--- src/rtl/sq_wave_gen_multi_pkg.sv ---
// Shared types and helpers for the multi-channel square-wave generator.
package sq_wave_pkg;

  typedef enum logic [1:0] {IDLE, HIGH, LOW} sq_state_t;

  // Prescaler counter width; never narrower than one bit.
  function automatic int pre_w(input int div);
    return (div <= 2) ? 1 : $clog2(div);
  endfunction

endpackage

--- src/rtl/sq_wave_gen_multi_chan.sv ---
// One square-wave channel: shadow/active m,n registers, phase FSM and tick down-counter.
//
// state | meaning
// IDLE  | output low, waiting for en and a tick (or both m/n are zero)
// HIGH  | output high for active_m ticks
// LOW   | output low for active_n ticks
module sq_wave_chan
  import sq_wave_pkg::*;
#(
  parameter int W = 8
) (
  input  logic         clk,
  input  logic         reset,
  input  logic         tick,
  input  logic         en,
  input  logic         load,
  input  logic [W-1:0] m,
  input  logic [W-1:0] n,
  output logic         wave_out,
  output logic         period_done
);

  sq_state_t    state;
  sq_state_t    start_state;
  logic [W-1:0] shadow_m, shadow_n;
  logic [W-1:0] active_m, active_n;
  logic [W-1:0] tick_cnt;
  logic [W-1:0] start_cnt;
  logic         period_end;
  logic         restart;

  // tick_cnt holds ticks remaining in the phase minus one; zero is terminal count.
  always_comb begin
    start_state = IDLE;
    start_cnt   = '0;
    if (shadow_m != '0) begin
      start_state = HIGH;
      start_cnt   = shadow_m - 1'b1;
    end else if (shadow_n != '0) begin
      start_state = LOW;
      start_cnt   = shadow_n - 1'b1;
    end
  end

  assign period_end = tick && (tick_cnt == '0) &&
                      ((state == LOW) || ((state == HIGH) && (active_n == '0)));
  assign restart    = tick && ((state == IDLE) || period_end);

  always_ff @(posedge clk or negedge reset) begin
    if (!reset) begin
      state       <= IDLE;
      shadow_m    <= '0;
      shadow_n    <= '0;
      active_m    <= '0;
      active_n    <= '0;
      tick_cnt    <= '0;
      wave_out    <= 1'b0;
      period_done <= 1'b0;
    end else begin
      period_done <= 1'b0;
      if (load) begin
        shadow_m <= m;
        shadow_n <= n;
      end
      if (!en) begin
        state    <= IDLE;
        tick_cnt <= '0;
        wave_out <= 1'b0;
      end else if (restart) begin
        // Period start uses the pre-edge shadow, so a coincident load waits a period.
        active_m    <= shadow_m;
        active_n    <= shadow_n;
        state       <= start_state;
        tick_cnt    <= start_cnt;
        wave_out    <= (start_state == HIGH);
        period_done <= period_end;
      end else if (tick) begin
        if (tick_cnt != '0) begin
          tick_cnt <= tick_cnt - 1'b1;
        end else if (state == HIGH) begin
          state    <= LOW;
          tick_cnt <= active_n - 1'b1;
          wave_out <= 1'b0;
        end
      end
    end
  end

endmodule

--- src/rtl/sq_wave_gen_multi.sv ---
// Multi-channel square-wave generator: shared tick prescaler feeding CH independent channels.
module sq_wave_gen_multi
  import sq_wave_pkg::*;
#(
  parameter int CH       = 2,
  parameter int W        = 8,
  parameter int TICK_DIV = 10
) (
  input  logic            clk,
  input  logic            reset,
  input  logic [CH-1:0]   en,
  input  logic [CH-1:0]   load,
  input  logic [CH*W-1:0] m,
  input  logic [CH*W-1:0] n,
  output logic [CH-1:0]   wave_out,
  output logic [CH-1:0]   period_done
);

  localparam int PW = pre_w(TICK_DIV);

  logic [PW-1:0] pre_cnt;
  logic          tick;

  assign tick = (pre_cnt == PW'(TICK_DIV - 1));

  always_ff @(posedge clk or negedge reset) begin
    if (!reset) begin
      pre_cnt <= '0;
    end else if (tick) begin
      pre_cnt <= '0;
    end else begin
      pre_cnt <= pre_cnt + 1'b1;
    end
  end

  for (genvar i = 0; i < CH; i++) begin : g_ch
    sq_wave_chan #(.W(W)) u_chan (
      .clk        (clk),
      .reset      (reset),
      .tick       (tick),
      .en         (en[i]),
      .load       (load[i]),
      .m          (m[i*W +: W]),
      .n          (n[i*W +: W]),
      .wave_out   (wave_out[i]),
      .period_done(period_done[i])
    );
  end

endmodule
--- config.mk ---
export PLATFORM = sky130hd
export DESIGN_NAME = sq_wave_gen_multi
export DESIGN_NICKNAME = d
export VERILOG_FILES = /design/src/rtl/sq_wave_gen_multi_pkg.sv /design/src/rtl/sq_wave_gen_multi_chan.sv /design/src/rtl/sq_wave_gen_multi.sv
export SDC_FILE = /design/constraint.sdc
export NUM_CORES = 1
export LEC_CHECK = 0
export CAP_MARGIN = 20
export CORE_MARGIN = 2
export CORE_UTILIZATION = 30
export DETAILED_ROUTE_END_ITERATION = 8
export HOLD_SLACK_MARGIN = 0.02
export PLACE_DENSITY = 0.49
export SETUP_SLACK_MARGIN = 0.02
export SLEW_MARGIN = 20
export SYNTH_ARGS = -nofsm -noshare
export SYNTH_HDL_FRONTEND = slang
export SYNTH_SLANG_ARGS = --single-unit
export TNS_END_PERCENT = 100
--- constraint.sdc ---
create_clock -name clk -period 2.9 [get_ports clk]
set_input_delay 0.435 -clock clk [delete_from_list [all_inputs] [get_ports clk]]
set_output_delay 0.435 -clock clk [all_outputs]
set_load 0.01 [all_outputs]
# After elaboration in Yosys (flattened, before gate mapping)

Cells that the tools add are included.

Bits of input ports: 38
Output and inout bits: 4
Bits in registers: 76
Logic and storage cells: 112

Reduce and logical (&&, ||, !) cells: 30
Add/subtract/negate cells: 9
Multiplexer cells: 43
Equal/unequal tests: 15

Operators with widths:

| operator            | count |
|---|---|
| $mux 8              | 14 |
| $sub 8x1->8 const B | 8 |
| $reduce_bool 8->1   | 6 |
| $logic_not 8->1     | 4 |
| $mux 2              | 14 |
| $mux 1              | 14 |
| $ne 3x1->1 const B  | 4 |
| $eq 2x1->1 const B  | 4 |
| $logic_and 1x1->1   | 8 |
| $ne 4x1->1 const B  | 2 |
| $reduce_and 2->1    | 4 |
| $ne 3x2->1 const B  | 2 |
| $reduce_and 3->1    | 2 |
| $add 4x1->4 const B | 1 |
| $eq 2x2->1 const B  | 2 |
| $eq 4x4->1 const B  | 1 |
| $logic_not 2->1     | 2 |
| $logic_or 1x1->1    | 4 |
| $mux 4              | 1 |

# Depth between registers and ports, before layout

Depth after elaboration: 8
Mapped depth: 11
Mapped depth without buffers: 10

# Modules after synthesis

From an unflattened synthesis, not the netlist that was laid out.

Cell total of the unflattened synthesis: 442
Area, all modules: 4588.2 sq um

Modules (own cells, without submodules):

| module                         | times used | cells each | seq. area each (sq um) | area an instance (sq um) |
|---|---|---|---|---|
| sq_wave_chan at g_ch[1].u_chan | 1          | 219        | 875.8                  | 2234.6 |
| sq_wave_chan at g_ch[0].u_chan | 1          | 208        | 875.8                  | 2182.1 |
| sq_wave_gen_multi              | 1          | 15         | 100.1                  | 171.4 |

# Least setup slack after synthesis

No wires, ideal clock.

Path kind: register to register
Start: reg g_ch[1].u_chan.tick_cnt[4]
End: reg g_ch[1].u_chan.tick_cnt[6]
Buffers on the path: 1
Library setup time: 66 ps
Clock period less this slack: 2562 ps
Data required time: 2834 ps
Arrival time: 2496 ps
Slack: 338 ps
Cell stages (with the launch flop): 12
Path through: dfrtp_1 clkbuf_1 or4_1 nor2_4 a21oi_1 ha_1 or3b_2 or4_1 a21oi_1 a21oi_1 a211oi_1 a221o_1

Word-level cells in the longest chain between the ends: 7
Elaborated cells between the ends (all ways): 14
Classes of those cells: 1 x add/sub; 2 x eq/ne; 4 x mux; 7 x reduce/logical

RTL lines:

| element                                                             | RTL line                     | source |
|---|---|---|
| start: declaration                                                  | sq_wave_gen_multi_chan.sv:27 | `logic [W-1:0] tick_cnt;` |
| start signal: assignment                                            | sq_wave_gen_multi_chan.sv:74 | `tick_cnt <= start_cnt;` |
| start signal: assignment                                            | sq_wave_gen_multi_chan.sv:79 | `tick_cnt <= tick_cnt - 1'b1;` |
| start signal: assignment                                            | sq_wave_gen_multi_chan.sv:82 | `tick_cnt <= active_n - 1'b1;` |
| parallel branches: the longest is 7 deep, another holds $sub 8x1->8 | -                            |  |

Parallel ways; which one is timed is not known. The select of a mux whose other input is x is not followed.
A chain may end at the register's enable or synchronous reset.

# Worst setup path in the final report

Start: reg g_ch[1].u_chan.tick_cnt[6]
End: reg g_ch[1].u_chan.tick_cnt[4]

Word-level cells in the longest chain between the ends: 7
Elaborated cells between the ends (all ways): 13
Classes of those cells: 2 x eq/ne; 4 x mux; 7 x reduce/logical

RTL lines:

| element                                              | RTL line                     | source |
|---|---|---|
| $logic_not 8->1                                      | sq_wave_gen_multi_chan.sv:45 | `assign period_end = tick && (tick_cnt == '0) &&` |
| $logic_and 1x1->1 (2 in series)                      | sq_wave_gen_multi_chan.sv:45 |  |
| $logic_or 1x1->1                                     | sq_wave_gen_multi_chan.sv:47 | `assign restart = tick && ((state == IDLE) \|\| period_end);` |
| $logic_and 1x1->1                                    | sq_wave_gen_multi_chan.sv:47 |  |
| $ne 4x1->1 (no line) (tied with other cells)         | -                            |  |
| $reduce_and 2->1 (no line) or $mux 8 (tied branches) | -                            |  |

Several ways; a longest one is shown, not always the timed one. The select of a mux whose other input is x is not followed.

==> metrics.yaml <==
status:
  status: "completed"
cts:
  cts_hold_buf: 0
  cts_inserted_buffers: 9
  cts_sinks: 76
  path_clk_slew_ns: 0.06
  clockBufferDepth: 2
  cts_tree: "yes"
  cts_resized: 0
  h-tree-depth: 3
  cts_root_buf: "clkbuf_16"
  insertion_delay_ns: 0.34
  cts_setup_buffers: 0
critical_path:
  crit_path_start_kind: "flip-flop"
  arrival_ns: 2.86
  startpoint: "g_ch[1].u_chan.tick_cnt[6]"
  worstSetupEndpointType: "flip-flop"
  critical_path_class: "flip-flop to flip-flop"
  cp_data_required_time_ns: 3.11
  worstReg2RegStart: "g_ch[1].u_chan.tick_cnt[6]"
  critPathMaxFanout: 6
timing:
  max_slew_margin_pct: 52.16
  clock.fmax_mhz: 376.0
  skew_ns: 0.009405
  worst-slew-pin-transition_ns: 0.7176
  setup_tns_ns: 0
  rsz0062_at_grt: "no"
  final-max-slew-violation-count: 0
  layout_min_cycle_time_ns: 2.659
  fin_ws_ns: 0.2405
  setup_viol: 0
  finalHoldViolCount: 0
  period_share_pct: 91.71
global_routing:
  grt_pass1_wl_um: 18770
  grt_use_total_pct: 14.76
  grt_pass1_vias: 3573
  antenna_found_initial: 0
  overflow: 0
  grt_max_degree: 77
logic_synthesis:
  synth.distinct_cells: 67
  synth_seq_cells: 76
  synth_area_per_cell_sq_um: 9.845
  synth_warnings: 0
  synthArstFlopShare_pct: 100.0
  ys_seq_area_share_pct: 42.36
  yosys_most_used_dff: "dfrtp_1"
  syn_area_sq_mm: 0.004489
  syn_nets: 504
  synth_edf_count: 0
  synth_cells: 456
final_layout:
  area_growth_pct: 20.15
  layout_commonest_cell: "dfrtp_1"
  final_layout_size_suffix_gt1_share_pct: 15.90
  utilization_pct: 36.97
  final_cell_mix: "dfrtp_1 (74), nand2_1 (45), clkdlybuf4s50_1 (40)"
  diodes: 0
  num-nets-final: 546
detailed_routing:
  ant_nets: 0
  via_per_inst: 5.287
  wl_per_cell_um: 16.01
  drt_iter0_drc: 161
  firstDrtPassIters: 5
  route.detailed.drc: 0
  finalWirelength_um: 11000
  vias: 3632
placement:
  io_buffer_count: 41
  pre_cts_slack_ns: 0.1453
  hpwl_um: 8119
  gp_congestion: 0.8718
floorplan:
  num_rows: 44
  start_util_pct: 30.77
  die-area_sq_mm: 0.01596
  fp.dieH_um: 126.3
  io_pins: 42
  die_w_um: 126.3
  placeableCoreArea_sq_mm: 0.01459
power_and_ir_drop:
  powerDensity_mw_per_mm2: 539.4
  power.leakage_nw: 2.185
  power_w: 0.002909
  peakVddDrop_mv: 0.2465
min_path:
  hp-class: "primary input to async pin"
run:
  maxCapViolCount: 0
cell usage after synthesis (3+ instances only):
cell type / number / area share (%)
mux2_1: 5 / 1.3
buf_4: 5 / 0.84
a32oi_1: 4 / 0.78
o211ai_1: 6 / 1.0
a21oi_1: 17 / 1.9
nor2_4: 3 / 0.75
or4_1: 5 / 0.84
a31oi_1: 9 / 1.3
or4_4: 4 / 1.0
nand3_1: 13 / 1.4
nor3b_1: 4 / 0.67
a21boi_0: 4 / 0.67
nor4_1: 10 / 1.4
o221ai_1: 3 / 0.59
mux2_2: 32 / 8.0
a32o_1: 4 / 0.89
dfrtp_1: 76 / 42
nor2_1: 33 / 2.8
nand2_1: 45 / 3.8
o21ai_0: 38 / 4.2
nor3_1: 17 / 1.9
nor2b_1: 4 / 0.56
mux2i_1: 6 / 1.3
o31ai_1: 5 / 0.84
xor2_1: 10 / 2.0
a211oi_1: 3 / 0.50
clkbuf_1: 7 / 0.59
ha_1: 10 / 2.8
inv_1: 16 / 1.3
xnor2_1: 13 / 2.5
nand2b_1: 3 / 0.42
sequential cells by signal, summed over array words and instances (netlist names):
register / cells
g_ch.u_chan.active_n: 16
g_ch.u_chan.wave_out: 2
g_ch.u_chan.state: 4
g_ch.u_chan.shadow_m: 16
g_ch.u_chan.tick_cnt: 16
g_ch.u_chan.shadow_n: 16
g_ch.u_chan.period_done: 2
pre_cnt: 4
power by group:
group,internal (W),total [W],switching [W]
Combinational,0.000236,0.000452,0.000215
Clock,0.000750,0.00121,0.000458
Sequential,0.00114,0.00125,0.000112
layout make-up:
class,instances,area (sq um)
Clock buffer,9,225.2
Clock inverter,7,91.34
Fill cell,1452,9195
Inverter,16,60.06
Multi-Input combinational cell,348,2426
Sequential cell,76,1904
Tap cell,184,230.2
Timing Repair Buffer,47,456.7
path summary, 6_finish.rpt:
| kind | endpoint | slack [ns] | cells after the start |
|---|---|---|---|
| hold / removal | g_ch[0].u_chan.shadow_m[4] | 0.12 | 1 |
| setup / recovery | g_ch[1].u_chan.tick_cnt[4] | 0.24 | 9 |
| setup reg to reg | g_ch[1].u_chan.tick_cnt[4] | 0.24 | 9 |
| hold reg to reg | g_ch[0].u_chan.active_n[6] | 0.53 | 1 |
| max in group asynchronous | g_ch[1].u_chan.tick_cnt[4] | 2.24 | 1 |
| min in group clk | g_ch[0].u_chan.active_n[6] | 0.53 | 1 |
logic make-up (layout without fill, tap and decap cells):
kind of cell	after synthesis	in the layout	share of synthesized area (%)
muxes	43	43	10.62
DFF	76	76	42.36
adders and majority gates	10	10	2.787
xor gates and xnor gates	23	23	4.487
buffers and inverters	32	79	3.707
AOI/OAI and AO/OA	116	116	17.17
and+or+nand+nor	156	156	18.87
metrics by stage:
step	cell area, sq um	std cells	hold WS [ns]
final	5394	687	0.1175
after global routing	5394	687	0.1694
after CTS	5383	687	0.2971
after detailed placement	5066	671	0.5199
after global placement	5066	671	0.5228
after floorplan	4489	456	0.1394
per-layer routing:
metal  GRT usage (%)  vias to the layer above  part of all wire (%)
li1                -                     1778                     -
met1           22.00                     1755                    50
met2           21.25                       91                    43
met3           3.079                        8                   5.7
met4           4.977                        0                   1.1
met5               0                        -                     0
critical path, stage by stage, from the launching register on:
cell and delay (ns):
dfrtp_1 0.44, or4_1 0.60, nor2_4 0.13, a21oi_1 0.09
ha_1 0.21, or3b_2 0.25, nor3_1 0.06, a2111oi_1 0.44
a2bb2oi_1 0.20, o21ai_0 0.09
Note: power is estimated with default switching activity, not from simulation.
